--- config.mk ---
export PLATFORM = sky130hd
export DESIGN_NAME = pc_fetch
export DESIGN_NICKNAME = d
export VERILOG_FILES = /design/src/rtl/pc_fetch_pkg.sv /design/src/rtl/pc_fetch.sv
export SDC_FILE = /design/constraint.sdc
export NUM_CORES = 1
export LEC_CHECK = 0
export BUFFER_PORTS_ARGS = -buffer_cell sky130_fd_sc_hd__buf_2
export CORE_MARGIN = 8
export CORE_UTILIZATION = 40
export DETAILED_ROUTE_END_ITERATION = 8
export GPL_ROUTABILITY_DRIVEN = 0
export HOLD_SLACK_MARGIN = 0.02
export PLACE_DENSITY = 0.79
export SLEW_MARGIN = 10
export SYNTH_ARGS = -nofsm -noshare
export SYNTH_HDL_FRONTEND = slang
export SYNTH_SLANG_ARGS = --single-unit
--- constraint.sdc ---
create_clock -name clk -period 1.7 [get_ports clk]
set_input_delay 0.085 -clock clk [delete_from_list [all_inputs] [get_ports clk]]
set_output_delay 0.085 -clock clk [all_outputs]
set_load 0.02 [all_outputs]
--- src/rtl/pc_fetch_pkg.sv ---
// rtl/pc_fetch_pkg.sv - shared fetch state encodings and default vector addresses
package pc_fetch_pkg;

    typedef enum logic [1:0] {
        FS_REQ  = 2'd0,
        FS_WAIT = 2'd1,
        FS_OUT  = 2'd2,
        FS_DROP = 2'd3
    } fetch_state_t;

    // Word addresses: byte 0x0000_3000 reset entry, byte 0x0001_0600 exception entry.
    localparam logic [31:2] DEF_RESET_PC = 30'h0000_0C00;
    localparam logic [31:2] DEF_EXC_PC   = 30'h0000_4180;

endpackage

--- src/rtl/pc_fetch.sv ---
// rtl/pc_fetch.sv - instruction fetch front end with PC register; optional FETCH_EPC_EN builds the epc register
module pc_fetch
    import pc_fetch_pkg::*;
#(
    parameter logic [31:2] RESET_PC = DEF_RESET_PC,
    parameter logic [31:2] EXC_PC   = DEF_EXC_PC
) (
    input  logic        clk,
    input  logic        rst_n,
    input  logic [31:2] npc,
    input  logic        exc_req,
    output logic        imem_req,
    output logic [31:2] imem_addr,
    input  logic        imem_gnt,
    input  logic        imem_rvalid,
    input  logic [31:0] imem_rdata,
    output logic        inst_valid,
    input  logic        inst_ready,
    output logic [31:0] inst,
    output logic [31:2] pc,
    output logic [31:2] epc
);

    fetch_state_t state, state_nxt;
    logic [31:2]  pc_nxt;
    logic [31:0]  inst_nxt;
    logic         req_en;
    logic         gnt_ok;

    // Holds off the first request until one clock after reset release.
    always_ff @(posedge clk or negedge rst_n) begin
        if (!rst_n) begin
            req_en <= 1'b0;
        end else begin
            req_en <= 1'b1;
        end
    end

    assign imem_req   = (state == FS_REQ) && req_en;
    assign imem_addr  = pc;
    assign inst_valid = (state == FS_OUT);
    assign gnt_ok     = imem_req && imem_gnt;

    // Next-state, next-pc and instruction capture; exceptions override everything.
    always_comb begin
        state_nxt = state;
        pc_nxt    = pc;
        inst_nxt  = inst;
        if (exc_req) begin
            pc_nxt = EXC_PC;
            case (state)
                FS_REQ:  state_nxt = gnt_ok ? FS_DROP : FS_REQ;
                FS_WAIT: state_nxt = imem_rvalid ? FS_REQ : FS_DROP;
                FS_OUT:  state_nxt = FS_REQ;
                FS_DROP: state_nxt = FS_DROP;
                default: state_nxt = FS_REQ;
            endcase
        end else begin
            case (state)
                FS_REQ: begin
                    if (gnt_ok) begin
                        state_nxt = FS_WAIT;
                    end
                end
                FS_WAIT: begin
                    if (imem_rvalid) begin
                        inst_nxt  = imem_rdata;
                        state_nxt = FS_OUT;
                    end
                end
                FS_OUT: begin
                    if (inst_ready) begin
                        pc_nxt    = npc;
                        state_nxt = FS_REQ;
                    end
                end
                FS_DROP: begin
                    if (imem_rvalid) begin
                        state_nxt = FS_REQ;
                    end
                end
                default: state_nxt = FS_REQ;
            endcase
        end
    end

    // State, PC and instruction registers.
    always_ff @(posedge clk or negedge rst_n) begin
        if (!rst_n) begin
            state <= FS_REQ;
            pc    <= RESET_PC;
            inst  <= 32'h0;
        end else begin
            state <= state_nxt;
            pc    <= pc_nxt;
            inst  <= inst_nxt;
        end
    end

`ifdef FETCH_EPC_EN
    // Records the PC that was interrupted, before the redirect lands.
    always_ff @(posedge clk or negedge rst_n) begin
        if (!rst_n) begin
            epc <= '0;
        end else if (exc_req) begin
            epc <= pc;
        end
    end
`else
    assign epc = '0;
`endif

endmodule
==> impl_metrics.ini, run 1 <==
[drt]
vias_per_cell = 4.40
first_pass_iters = 4
wirelength_mm = 8.53
vias = 2311
wl_per_cell_um = 16.2
drtIter0Drc = 57
ant_nets = 0
route.detailed.drc = 0

[logic_synthesis]
ys_warn_count = 0
synth_area_per_cell_sq_um = 13.5
seq_area_frac_synth = 0.558
synth_seq_cells = 65
async_reset_ff_frac = 1.00
netlist_area_sq_um = 2920
synthCells = 217
synth.distinct_cells = 27
ys.flop_type = dfrtp_1
synth-edff-count = 0

[critical_path]
critical_path_class = flop to flop
r2r_setup_slack_ns = 0.17
reg2reg_from = state[0]
cp.arrival_ns = 1.74
rr_worst_depth = 5
end_kind = flop
reg2reg_to = inst[9]
crit_required_ns = 1.91
worst-path-max-fanout = 32
start_kind = flop

[layout]
num_antenna_cells = 0
drive_gt1_frac = 0.523
final_area_sq_um = 4380
fin_nets = 489
area_growth_pct = 49.8

[timing]
tightest_slew_ns = 0.694
drv_slew = 0
timing.fmax_mhz = 654
fin_crit_sh = 0.900
setup_viol = 0
rsz0062_at_grt = false
finalCriticalPeriod_ns = 1.53
fin_skew_ns = 0.00511
hold_viol = 0
slew_headroom = 0.536

[power]
report.power.total_uw = 6090
powerDensity_nw_per_um2 = 1390
p_leak_uw = 0.00232
peakVddDrop_uv = 557

[run_status]
outcome = complete, no violations

[clocking]
clockBufferDepth = 2
cts_buffers = 9
cts.clk_slew.worst_paths_ns = 0.07
post_cts_buffers = 0
htree_levels = 3
clk_latency_ns = 0.33
cts_root_buf = clkbuf_8
clock-sinks = 65
cts_tree = yes

[floorplan]
fp-row-count = 31
coreArea_sq_um = 7180
die-area_sq_um = 10300
die_x_um = 101
die_h_um = 101
io_pins = 192
start_util = 0.407

[global_route]
first_global_vias = 2561
track_usage = 0.160
grt_first_pass_wirelength_mm = 12.7
antenna_found_initial = 0
grt-ovfl-total = 0
grt_max_degree = 33

[hold_path]
hold_depth = 3
hold_class = input port to flop
hold_start = imem_rvalid
holdPathEnd = state[1]

[placement]
dp_hpwl_mm = 5.81
dpl_cell_area_sq_um = 3540
port_buffers = 161

[run]
cap_violations = 0
==> cell usage in the layout, fill, tap and decap left out, drive strengths merged, types with 2 or more instances in the layout <==
cell type,count
dlygate4sd3,63
dfstp,2
mux2,32
dfrtp,63
nor2,2
nand2,2
nand2b,2
conb,31
a22o,27
buf,169
o22a,3
clkinv,4
nand3b,2
clkbuf,10
a21oi,3
==> critical path, cell delays in order, from the launching register on <==
cell	delay, ns
dfrtp_1	0.40
buf_4	0.17
nand2_2	0.08
nor3_4	0.15
buf_12	0.22
mux2_2	0.37
==> metrics by stage <==
stage                     hold slack [ns]  instances  setup WS (ns)  utilization  setup TNS [ns]
after floorplan                    -0.211        246          0.263            -               0
final                               0.125        525          0.170        0.610               0
after global placement             0.0573        446         0.0105        0.494               0
after global routing                0.126        525          0.125        0.610               0
after detailed placement           0.0613        446        -0.0224        0.494          -0.193
after CTS                          0.0997        525          0.181        0.610               0
==> cells by family (layout without fill, tap and decap cells) <==
kind of cell | Yosys count | count (layout) | synth area share
other cells | 2 | 31 | 0.00257
buf+inv | 69 | 249 | 0.177
flops | 65 | 65 | 0.558
simple gates | 14 | 14 | 0.0364
compound gates | 35 | 35 | 0.102
mux | 32 | 32 | 0.123
==> metal layers <==
metal | GRT usage | part of all wire | vias up
met2 | 0.304 | 0.56 | 98
met5 | 0 | 0 | -
met1 | 0.161 | 0.35 | 1125
met3 | 0.0351 | 0.067 | 12
li1 | - | - | 1076
met4 | 0.0745 | 0.017 | 0
==> synth_stat cells (all sizes together), types with 2 or more instances <==
master | number | area (sq um)
a21oi | 3 | 18.8
buf | 68 | 514
conb | 2 | 7.51
nand3b | 2 | 15.0
o22a | 3 | 26.3
a22o | 27 | 236
mux2 | 32 | 360
nand2 | 2 | 10.0
dfrtp | 63 | 1580
nor2 | 2 | 10.0
nand2b | 2 | 12.5
dfstp | 2 | 52.6
==> how the worst max path moves through the flow <==
| stage | slack [ns] | cells past startpoint | from | endpoint |
|---|---|---|---|---|
| after floorplan | 0.26 | 4 | state[0] | inst[0] |
| after global placement | 0.01 | 3 | state[1] | imem_addr[17] |
| after detailed placement | -0.02 | 3 | state[1] | imem_addr[23] |
| after CTS | 0.18 | 5 | state[0] | inst[9] |
| after global routing | 0.13 | 5 | state[0] | inst[9] |
| final | 0.17 | 5 | state[0] | inst[9] |
==> area by class of cell <==
| type | count | area [sq um] |
|---|---|---|
| Tap cell | 99 | 124 |
| Fill cell | 588 | 2800 |
| Clock buffer | 10 | 138 |
| Clock inverter | 6 | 57.6 |
| Timing Repair Buffer | 232 | 1530 |
| Inverter | 1 | 3.75 |
| Sequential cell | 65 | 1630 |
| Multi-Input combinational cell | 112 | 890 |
==> power by group <==
part	total, uW	switching [uW]	leakage, uW	internal [uW]
sequential	2310	275	0.000816	2040
combinational	2500	1460	0.00140	1040
clock	1270	566	0.000102	706
total	6090	2300	0.00232	3790
==> what timing repair did <==
| item | CTS | global route |
|---|---|---|
| hold buffers | 63 | 0 |
| gates resized for setup | 1 | 0 |
| hold endpoints to repair | 78 | 0 |
| setup endpoints to repair | 27 | 0 |
==> flip-flops by register name, summed over array words and instances (netlist names) <==
signal,flops
state,2
req_en,1
inst,32
imem_addr,30
(Power assumes the default switching activity.)
==> inputs of run 2 (changes only) <==
--- a/config.mk
+++ b/config.mk
@@ -6,12 +6,14 @@
 export NUM_CORES = 1
 export LEC_CHECK = 0
 export BUFFER_PORTS_ARGS = -buffer_cell sky130_fd_sc_hd__buf_2
+export CELL_PAD_IN_SITES_DETAIL_PLACEMENT = 1
+export CELL_PAD_IN_SITES_GLOBAL_PLACEMENT = 1
 export CORE_MARGIN = 8
-export CORE_UTILIZATION = 40
+export CORE_UTILIZATION = 31
 export DETAILED_ROUTE_END_ITERATION = 8
 export GPL_ROUTABILITY_DRIVEN = 0
 export HOLD_SLACK_MARGIN = 0.02
-export PLACE_DENSITY = 0.79
+export PLACE_DENSITY = 0.82
 export SLEW_MARGIN = 10
 export SYNTH_ARGS = -nofsm -noshare
 export SYNTH_HDL_FRONTEND = slang
==> run 2 against run 1 <==
  * Final cell count up 2.5%
  * Worst hold slack worse by 0.0023 ns
  * Die area up 24%
  * Highest routed layer unchanged
  * Final area up 1.1%
  * Largest power group unchanged
  * Maximum frequency down 0.80%
  * Combinational power about the same
  * Via count up 1.4%
==> impl_metrics.ini, run 2 (synthesized netlist as in run 1, its figures left out) <==
[drt]
route.detailed.drc = 0
wl_per_cell_um = 18.0
wirelength_mm = 9.67
drtIter0Drc = 100
first_pass_iters = 4
vias = 2344
vias_per_cell = 4.36
ant_nets = 0

[clocking]
cts_tree = yes
clockBufferDepth = 2
clk_latency_ns = 0.33
htree_levels = 3
clock-sinks = 65
cts.clk_slew.worst_paths_ns = 0.07
post_cts_buffers = 0
cts_buffers = 9
cts_root_buf = clkbuf_8

[power]
p_leak_uw = 0.00233
report.power.total_uw = 6330
powerDensity_nw_per_um2 = 1430
peakVddDrop_uv = 540

[timing]
timing.fmax_mhz = 648
drv_slew = 0
hold_viol = 0
tightest_slew_ns = 0.691
rsz0062_at_grt = false
fin_crit_sh = 0.907
setup_viol = 0
slew_headroom = 0.538
fin_skew_ns = 0.00604
finalCriticalPeriod_ns = 1.54

[floorplan]
die-area_sq_um = 12800
coreArea_sq_um = 9200
start_util = 0.318
io_pins = 192
die_h_um = 113
fp-row-count = 35
die_x_um = 113

[hold_path]
hold_class = input port to flop

[layout]
largest_reg_flops = 32
area_growth_pct = 51.4
fin_nets = 488
drive_gt1_frac = 0.522
final_area_sq_um = 4420
final_common_cell = buf_2
instances_no_fill = 538
layout_common_cells = buf_2, dlygate4sd3_1, dfrtp_1
top_register = inst

[run]
cap_violations = 0

[run_status]
outcome = complete, no violations

[global_route]
track_usage = 0.151
first_global_vias = 2725
antenna_found_initial = 2
grt_max_degree = 66
grt-ovfl-total = 0
grt_first_pass_wirelength_mm = 15.2

[critical_path]
cp.arrival_ns = 1.75
critical_path_class = flop to flop
worst-path-max-fanout = 10
end_kind = flop
start_kind = flop
crit_required_ns = 1.91

[placement]
dp_hpwl_mm = 6.38
dpl.cell_count = 457
port_buffers = 161
dpl_cell_area_sq_um = 3550
## run 2: cell types whose count changed in the layout (fill, tap and decap cells not counted)
| cell | delta |
|---|---|
| clkinv_2 | -2 |
| diode_2 | +2 |
| clkbuf_8 | +1 |
| bufinv_16 | +1 |
| buf_4 | -1 |
## run 2: critical path, cell delays in order (launching register included)
cell and delay (ns):
dfrtp_1 0.39, buf_4 0.17, nand2_2 0.09, nor3_4 0.19, buf_4 0.23, mux2_2 0.35
## run 2: per-stage QoR
stage | setup TNS, ns | setup WS (ns) | hold slack, ns | util
2_1_floorplan | 0 | 0.263 | -0.211 | -
3_3_place_gp | -0.644 | -0.0250 | 0.126 | 0.386
3_5_place_dp | -2.08 | -0.104 | 0.132 | 0.386
4_1_cts | 0 | 0.141 | 0.117 | 0.480
5_1_grt | 0 | 0.101 | 0.156 | 0.481
6_report | 0 | 0.157 | 0.123 | 0.481
## run 2: final cells by class
cell class | count | area [sq um]
inverters | 1 | 3.75
fillers | 1008 | 4770
repair buffers | 231 | 1530
diodes | 2 | 5.00
well taps | 111 | 139
clock inverters | 5 | 77.6
flip-flops and latches | 65 | 1630
clock buffers | 11 | 151
multi-input cells | 112 | 890
## run 2: worst paths after layout
kind,startpoint,to,slack [ns],cells after the start
setup / recovery,state[0],inst[13],0.16,5
hold / removal,imem_rvalid,state[1],0.12,3
setup reg to reg,state[0],inst[13],0.16,5
hold reg to reg,inst[29],inst[29],0.50,1
max in group asynchronous,rst_n,imem_addr[12],1.06,3
min in group asynchronous,rst_n,inst[29],0.32,3
## run 2: what timing repair did
| item | CTS | global route |
|---|---|---|
| endpoints found under the setup margin | 27 | 0 |
| resized for setup | 1 | 0 |
| hold buffers | 63 | 0 |
| hold endpoints to repair | 125 | 0 |
## run 2: metal layers
layer | vias to the layer above | routed length [um] | GRT usage
met5 | - | 0 | 0
met4 | 0 | 199 | 0.0595
met3 | 15 | 603 | 0.0453
met2 | 115 | 5250 | 0.278
met1 | 1139 | 3610 | 0.156
li1 | 1075 | - | -
## run 2: where the power goes
group	switching [uW]	leakage [uW]	internal, uW
registers	268	0.000816	2040
logic	1480	0.00140	1040
clock network	597	0.000115	901
